<file path="config.mk">
export PLATFORM = sky130hd
export DESIGN_NAME = regfile_writeback
export DESIGN_NICKNAME = d
export VERILOG_FILES = /design/src/rtl/regfile_pkg.sv /design/src/rtl/regfile_wb_arb.sv /design/src/rtl/regfile_writeback.sv
export SDC_FILE = /design/constraint.sdc
export NUM_CORES = 1
export LEC_CHECK = 0
export BUFFER_PORTS_ARGS = -buffer_cell sky130_fd_sc_hd__buf_4
export CAP_MARGIN = 5
export CORE_MARGIN = 1.5
export CORE_UTILIZATION = 35
export CTS_BUF_LIST = sky130_fd_sc_hd__clkbuf_4
export DETAILED_ROUTE_END_ITERATION = 10
export PLACE_DENSITY = 0.64
export REMOVE_ABC_BUFFERS = 1
export SLEW_MARGIN = 20
export SYNTH_ARGS = -nofsm -noshare
export SYNTH_HDL_FRONTEND = slang
export SYNTH_SLANG_ARGS = --single-unit
</file>
<file path="constraint.sdc">
create_clock -name clk -period 2.7 [get_ports clk]
set_input_delay 0.135 -clock clk [delete_from_list [all_inputs] [get_ports clk]]
set_output_delay 0.135 -clock clk [all_outputs]
set_load 0.005 [all_outputs]
</file>
<file path="src/rtl/regfile_pkg.sv">
// Shared definitions for the register-file write-back slice.
package regfile_pkg;

    localparam int WIDTH_DEF = 32;
    localparam int DEPTH_DEF = 32;

    // Result source; also the grant-vector bit index of each producer.
    typedef enum logic {
        SRC_ALU = 1'b0,
        SRC_LSU = 1'b1
    } src_e;

endpackage

</file>
<file path="src/rtl/regfile_wb_arb.sv">
// Two-way round-robin arbiter for the register-file write port.
// rr_q names the source favoured on the next contended cycle.
module regfile_wb_arb
    import regfile_pkg::*;
(
    input  logic       clk,
    input  logic       rst,
    input  logic [1:0] req_i,
    output logic [1:0] gnt_o
);

    src_e rr_q;
    src_e rr_d;

    // Grant selection; the favoured source passes to the loser after a contended grant.
    always_comb begin
        gnt_o = '0;
        rr_d  = rr_q;
        if (!rst) begin
            if (req_i[SRC_ALU] && req_i[SRC_LSU]) begin
                gnt_o[rr_q] = 1'b1;
                rr_d        = (rr_q == SRC_ALU) ? SRC_LSU : SRC_ALU;
            end else begin
                gnt_o = req_i;
            end
        end
    end

    // Round-robin pointer register.
    always_ff @(posedge clk) begin
        if (rst) begin
            rr_q <= SRC_ALU;
        end else begin
            rr_q <= rr_d;
        end
    end

endmodule

</file>
<file path="src/rtl/regfile_writeback.sv">
// Write-side controller for the 2R1W integer register file: arbitrates ALU
// and LSU results onto the single registered write port and keeps the
// per-register busy scoreboard used for RAW hazard stalls.
// Optional macro REGFILE_WB_BYPASS_EN adds a combinational forwarding path
// from the write port to the two read ports.
module regfile_writeback
    import regfile_pkg::*;
#(
    parameter  int WIDTH = WIDTH_DEF,
    parameter  int DEPTH = DEPTH_DEF,
    localparam int AW    = $clog2(DEPTH)
) (
    input  logic             clk,
    input  logic             rst,
    input  logic             alu_valid,
    output logic             alu_ready,
    input  logic [AW-1:0]    alu_rd,
    input  logic [WIDTH-1:0] alu_data,
    input  logic             lsu_valid,
    output logic             lsu_ready,
    input  logic [AW-1:0]    lsu_rd,
    input  logic [WIDTH-1:0] lsu_data,
    input  logic             rsv_valid,
    input  logic [AW-1:0]    rsv_rd,
    output logic [AW-1:0]    wr_addr0,
    output logic [WIDTH-1:0] wr_din0,
    output logic             we0,
`ifdef REGFILE_WB_BYPASS_EN
    input  logic [AW-1:0]    byp_addr0,
    input  logic [AW-1:0]    byp_addr1,
    input  logic [WIDTH-1:0] raw0,
    input  logic [WIDTH-1:0] raw1,
    output logic [WIDTH-1:0] fwd0,
    output logic [WIDTH-1:0] fwd1,
`endif
    output logic [DEPTH-1:0] busy
);

    logic [1:0]       gnt;
    logic [AW-1:0]    sel_rd;
    logic [WIDTH-1:0] sel_data;
    logic             wr_fire;

    logic             we0_q,      we0_d;
    logic [AW-1:0]    wr_addr0_q, wr_addr0_d;
    logic [WIDTH-1:0] wr_din0_q,  wr_din0_d;
    logic [DEPTH-1:0] busy_q,     busy_d;

    regfile_wb_arb u_arb (
        .clk   (clk),
        .rst   (rst),
        .req_i ({lsu_valid, alu_valid}),
        .gnt_o (gnt)
    );

    assign alu_ready = gnt[SRC_ALU];
    assign lsu_ready = gnt[SRC_LSU];

    // Steer the granted source's destination and data.
    always_comb begin
        sel_rd   = alu_rd;
        sel_data = alu_data;
        if (gnt[SRC_LSU]) begin
            sel_rd   = lsu_rd;
            sel_data = lsu_data;
        end
    end

    // Writes to x0 complete the handshake but never reach the port.
    assign wr_fire = (|gnt) && (sel_rd != '0);

    // Next write-port state; address and data hold when nothing is written.
    always_comb begin
        we0_d      = wr_fire;
        wr_addr0_d = wr_addr0_q;
        wr_din0_d  = wr_din0_q;
        if (wr_fire) begin
            wr_addr0_d = sel_rd;
            wr_din0_d  = sel_data;
        end
    end

    // Scoreboard update: clear on write, set on reservation (set wins), x0 never busy.
    always_comb begin
        busy_d = busy_q;
        if (we0_q) begin
            busy_d[wr_addr0_q] = 1'b0;
        end
        if (rsv_valid && (rsv_rd != '0)) begin
            busy_d[rsv_rd] = 1'b1;
        end
        busy_d[0] = 1'b0;
    end

    // Write-port and scoreboard registers.
    always_ff @(posedge clk) begin
        if (rst) begin
            we0_q      <= 1'b0;
            wr_addr0_q <= '0;
            wr_din0_q  <= '0;
            busy_q     <= '0;
        end else begin
            we0_q      <= we0_d;
            wr_addr0_q <= wr_addr0_d;
            wr_din0_q  <= wr_din0_d;
            busy_q     <= busy_d;
        end
    end

    assign we0      = we0_q;
    assign wr_addr0 = wr_addr0_q;
    assign wr_din0  = wr_din0_q;
    assign busy     = busy_q;

`ifdef REGFILE_WB_BYPASS_EN
    // Forward the write on the port for the cycle before it lands in the array.
    always_comb begin
        fwd0 = raw0;
        fwd1 = raw1;
        if (we0_q && (wr_addr0_q == byp_addr0) && (byp_addr0 != '0)) begin
            fwd0 = wr_din0_q;
        end
        if (we0_q && (wr_addr0_q == byp_addr1) && (byp_addr1 != '0)) begin
            fwd1 = wr_din0_q;
        end
    end
`endif

endmodule

</file>
# After elaboration in Yosys (flattened, before gate mapping)
# Cells that the tools add are included.
[word_totals] regBits=71
[op_classes] muxes=13 order_cmp=6 n_reduce_logical=9 n_bitwise=3
[ops] cell="$mux W32" count=3
[ops] cell="$and A32 B32 Y32" count=1
[ops] cell="$not A32 Y32" count=1
[ops] cell="$or A32 B32 Y32" count=1
[ops] cell="$lt A5 B6 Y1 const B" count=2
[ops] cell="$demux W1 S5" count=2
[ops] cell="$ge A5 B1 Y1 const B" count=2
[ops] cell="$reduce_bool A5 Y1" count=2
[ops] cell="$logic_and A1 B1 Y1" count=6
[ops] cell="$mux W5" count=1
[ops] cell="$mux W1" count=4
[ops] cell="$mux W2" count=2
[ops] cell="$lt A1 B2 Y1 const B" count=1
[ops] cell="$reduce_or A2 Y1" count=1
[ops] cell="$demux W1 S1" count=1
[ops] cell="$ge A1 B1 Y1 const B" count=1

# Depth between registers and ports, before layout
[logic_depth] word_depth=9 depth_mapped=6

# Cells and area by module
# From an unflattened synthesis, not the netlist that was laid out.
[hier_totals] hier_cells=393 hier_area_um2=3206.8
[modules_own_cells] module="regfile_writeback" cells_per_inst=385 instances=1 area_each_um2=3135.5
[modules_own_cells] module="regfile_wb_arb" cells_per_inst=8 instances=1 area_each_um2=71.3

# Worst setup path after synthesis
# Ideal clock, no wire load.
[synth_path] path_kind="reg-to-reg" start="register u_arb.rr_q" end="register wr_addr0_q[1], in the netlist wr_addr0[1]" n_path_buf=2 arrival_ps=1368 required_ps=2561 path_stages_with_launch=7 setup_time_ps=139 slack_ps=1193 path_cell_list="dfxtp_1 -> nand2b_1 -> buf_2 -> nand2_1 -> buf_2 -> mux2i_1 -> o32ai_1"
[synth_via] elab_chain_len=9 elab_cells_between_ends=11 classes_between="order compare (2); mux (5); reduce/logical (4)"
[synth_lines] item="start: declaration" line="regfile_wb_arb.sv:12" source="src_e rr_q;"
[synth_lines] item="start signal: assignment" line="regfile_wb_arb.sv:34" source="rr_q <= rr_d;"
[synth_lines] item="$lt A1 B2 Y1 (not written as such) or $ge A1 B1 Y1 (tied branches)" line="regfile_wb_arb.sv:21" source="gnt_o[rr_q] = 1'b1;"
[synth_lines] item="$logic_and A1 B1 Y1 (not written as such)" line="regfile_wb_arb.sv:21"
[synth_lines] item="$mux W1 (not written as such)" line="regfile_wb_arb.sv:21"
[synth_lines] item="$demux W1 S1 (*)"
[synth_lines] item="$mux W2 (*)" line="regfile_wb_arb.sv:20" source="if (req_i[SRC_ALU] && req_i[SRC_LSU]) begin"
[synth_lines] item="$mux W2 (*)" line="regfile_wb_arb.sv:19" source="if (!rst) begin"
[synth_lines] item="$mux W5" line="regfile_writeback.sv:63" source="if (gnt[SRC_LSU]) begin"
[synth_lines] item="$reduce_bool A5 Y1" line="regfile_writeback.sv:70" source="assign wr_fire = (|gnt) && (sel_rd != '0);"
[synth_lines] item="$logic_and A1 B1 Y1" line="regfile_writeback.sv:70"
[synth_lines] item="end signal: assignment" line="regfile_writeback.sv:104" source="wr_addr0_q <= wr_addr0_d;"
[synth_lines] item="end: declaration" line="regfile_writeback.sv:45" source="logic [AW-1:0] wr_addr0_q, wr_addr0_d;"
# Every way passes the cells marked *; elsewhere a longest branch is shown, timed or not.
# A chain may end at the register's enable or synchronous reset.

# Worst setup path after layout
[layout_path] start="register u_arb.rr_q" end="register wr_din0_q[29], in the netlist wr_din0[29]"
[layout_via] elab_chain_len=9 elab_cells_between_ends=12 classes_between="order compare (2); mux (6); reduce/logical (4)"
[layout_lines] item="$lt A1 B2 Y1 (not written as such) or $ge A1 B1 Y1 (tied branches)" line="regfile_wb_arb.sv:21"
[layout_lines] item="$logic_and A1 B1 Y1 (not written as such)" line="regfile_wb_arb.sv:21"
[layout_lines] item="$mux W1 (not written as such)" line="regfile_wb_arb.sv:21"
[layout_lines] item="$demux W1 S1 (*)"
[layout_lines] item="$mux W2 (*)" line="regfile_wb_arb.sv:20"
[layout_lines] item="$mux W2 (*)" line="regfile_wb_arb.sv:19"
[layout_lines] item="$mux W5" line="regfile_writeback.sv:63"
[layout_lines] item="$reduce_bool A5 Y1" line="regfile_writeback.sv:70"
[layout_lines] item="$logic_and A1 B1 Y1" line="regfile_writeback.sv:70"
[layout_lines] item="end signal: assignment" line="regfile_writeback.sv:105" source="wr_din0_q <= wr_din0_d;"
[layout_lines] item="end: declaration" line="regfile_writeback.sv:46" source="logic [WIDTH-1:0] wr_din0_q, wr_din0_d;"
# Marks and branches as above.

==> metrics.md <==
| Metric | Value |
|---|---|
| Multi-input logic area | `0.00172 sq mm` |
| Starting Density | `0.366` |
| HP Start | `alu_data[2]` |
| Most common cell after layout, fill and taps aside | `buf_4` |
| Worst-Skew Late Latency | `~400 ps` |
| CP Capture Type | `register` |
| Die Ht | `99.2 um` |
| Max Transition Viols Final | `0` |
| Mapped Avg Cell Area | `8.93 sq um` |
| Final Setup Violations | `0` |
| Final design utilization | `0.558` |
| Netlist Area Pre-Place | `0.00324 sq mm` |
| Fin Setup TNS | `0 ps` |
| Routed WL | `10200 um` |
| Tcrit/Tclk final | `0.795` |
| R2R depth | `6` |
| Port Buffer Count | `about 150` |
| Via-to-Cell Ratio | `5.19` |
| CTS-repair resized insts | `0` |
| Initial antenna violation count | `0` |
| Detailed Place HPWL | `7110 um` |
| Overall die width | `just under 100 um` |
| Maximum clock path buffer count | `2` |
| Largest net degree at the start of global routing | `39` |
| RSZ-0062 raised after global routing | `no` |
| Total global-route track usage | `0.211` |
| GPL Wtd Cong | `0.810` |
| Kind of start point of the critical path | `register` |
| Max Cap Viol | `0` |
| DIE AREA | `0.00985 sq mm` |
| Top Ports | `around 160` |
| Crit path max fanout | `34` |
| Grt ovf | `0` |
| WHS Path Cells | `3` |
| CTS tree | `yes` |
| Worst setup path category | `register to register` |
| YS warnings | `0` |
| R2R Setup Slk | `550 ps` |
| Dpl cells | `610` |
| Hold Path Class | `primary input to register` |
| Num Clock Sinks | `70` |
| DR pass1 iterations | `5` |
| Status | `finished, final reports clean` |
| Layout Skew | `15.4 ps` |
| CTS Buf Count | `9` |
| Antenna-violating nets left | `0` |
| Fraction of registers with async set or reset after synthesis | `0` |
| CTS HTree Levels | `3` |
| Pleak | `2.30 nW` |
| N_diodes | `0` |
| Slew headroom | `0.343` |
| Mapped Cells | `roughly 360` |
| Root Driver | `clkbuf_4` |
| DRT iter0 DRCs | `~110` |
| FMAX | `between 0.4 and 0.5 GHz` |
| Vias post-DR | `3418` |
| Final min period | `2150 ps` |
| FP Rows | `34` |
| Post-synth EDFFs | `0` |
| Synth unique cells | `40` |
| DRC | `0` |
| Critical Path AT | `2440 ps` |
| R2R Path End | `wr_din0[29]$_SDFFE_PP0P_` |
| Core Region | `just under 0.009 sq mm` |
| Reg-to-reg critical path startpoint | `u_arb.rr_q$_SDFFE_PP0P_` |
| Sequential share of the synthesized area | `0.432` |
| Flops & latches, synth | `70` |
| WP data required | `3000 ps` |
| Drt wl/cell | `15.5 um` |
| Nets | `630` |
| Share of layout cells above drive strength 1 | `0.334` |
| Clk slew on worst S/H paths | `between 100 and 150 ps` |
| Ys flop type | `dfxtp_1` |
| Power Density | `469 mW/mm^2` |
| Final std cells w/o fill | `about 660` |
| P&R area growth vs syn | `52.4%` |
| Hold EP | `wr_din0[2]$_SDFFE_PP0P_` |
| Endpoints failing hold | `0` |
| Most frequent cells in the layout | `buf_4, nand2_1, dfxtp_1` |
| Seq. cell area | `~0.0014 sq mm` |
| Max IR drop VDD | `0.212 mV` |
| Fillcell total | `780` |
| Vias in the first global route | `3464` |
| Worst slew pin tran | `between 900 and 1000 ps` |
| Global-route wire length before repair | `16400 um` |
-- worst max-delay path: stages, from the launching register on --
cell,delay [ps]
dfxtp_1,350
nand2b_1,320
nand2_2,180
buf_12,250
mux2i_1,250
dlygate4sd3_1,600
mux2i_1,100
-- area by class of cell --
cell class,count,area share
well taps,108,0.0273
clock inverters,6,0.0127
repair buffers,191,0.309
inverters,6,0.00456
flip-flops and latches,70,0.284
clock buffers,10,0.0152
multi-input cells,268,0.347
-- per-stage QoR --
step	hold slack, ps	total power [mW]	area, sq um	setup WS [ps]
global route	4.29	2.43	4940	413
CTS	0.273	2.33	4930	666
detailed placement	424	1.62	4470	660
finish	24.7	2.32	4940	555
floorplan	200	1.35	3140	324
global placement	413	1.61	4470	763
-- cells in the mapped netlist, types with 2 or more instances --
master	count	area share
nand2_1	72	0.083
dfxtp_1	70	0.43
mux2i_1	64	0.20
a21oi_1	33	0.051
o21ai_1	31	0.048
nand3_1	10	0.015
clkbuf_1	9	0.010
buf_2	6	0.0093
inv_2	4	0.0046
nor2_1	4	0.0046
nor3_1	4	0.0062
nor3b_1	4	0.0093
o2111ai_1	4	0.011
o211ai_1	4	0.0093
o21ai_0	4	0.0062
or3_1	4	0.0077
and2_1	3	0.0058
and3b_1	3	0.0081
buf_6	3	0.010
a21o_1	2	0.0046
and3_1	2	0.0039
inv_1	2	0.0023
nand2b_1	2	0.0039
nand3b_1	2	0.0046
nor2b_1	2	0.0039
-- kinds of logic after synthesis --
logic type,after synthesis,share of synthesized area
XOR/XNOR,1,0.00270
other,1,0.00116
AO/OA/AOI/OAI,85,0.153
AND/OR/NAND/NOR,117,0.174
flip-flops,70,0.432
multiplexers,64,0.198
buffers and inverters,25,0.0394
-- worst max path at each step --
stage / start / end
after global placement: rst / wr_din0[8]$_SDFFE_PP0P_
after detailed placement: rst / wr_din0[1]$_SDFFE_PP0P_
after global routing: u_arb.rr_q$_SDFFE_PP0P_ / wr_din0[29]$_SDFFE_PP0P_
final: u_arb.rr_q$_SDFFE_PP0P_ / wr_din0[29]$_SDFFE_PP0P_
after CTS: u_arb.rr_q$_SDFFE_PP0P_ / wr_din0[27]$_SDFFE_PP0P_
after floorplan: u_arb.rr_q$_SDFFE_PP0P_ / wr_addr0[1]$_SDFFE_PP0P_
-- repair_timing --
action | in CTS | in global routing
setup buffers | 0 | 0
hold buffers | 32 | 1
hold endpoints to repair | 19 | 1
-- registers in the layout (all words and copies together), names as in the netlist --
register / count
wr_addr0: 5
busy: 31
we0: 1
u_arb.rr_q: 1
wr_din0: 32
-- where the power goes --
part           switching [mW]  internal, mW  leakage (nW)
clock                   0.384         0.290        0.0700
sequential             0.0495          1.10         0.575
combinational           0.214         0.283          1.65
-- per-layer routing --
layer | up-vias | wire length (um) | GRT usage
li1 | 1656 | - | -
met1 | 1576 | 4130 | 0.242
met2 | 171 | 5000 | 0.367
met3 | 15 | 889 | 0.0689
met4 | 0 | 185 | 0.0726
met5 | - | 0 | 0
(Power assumes the default switching activity.)
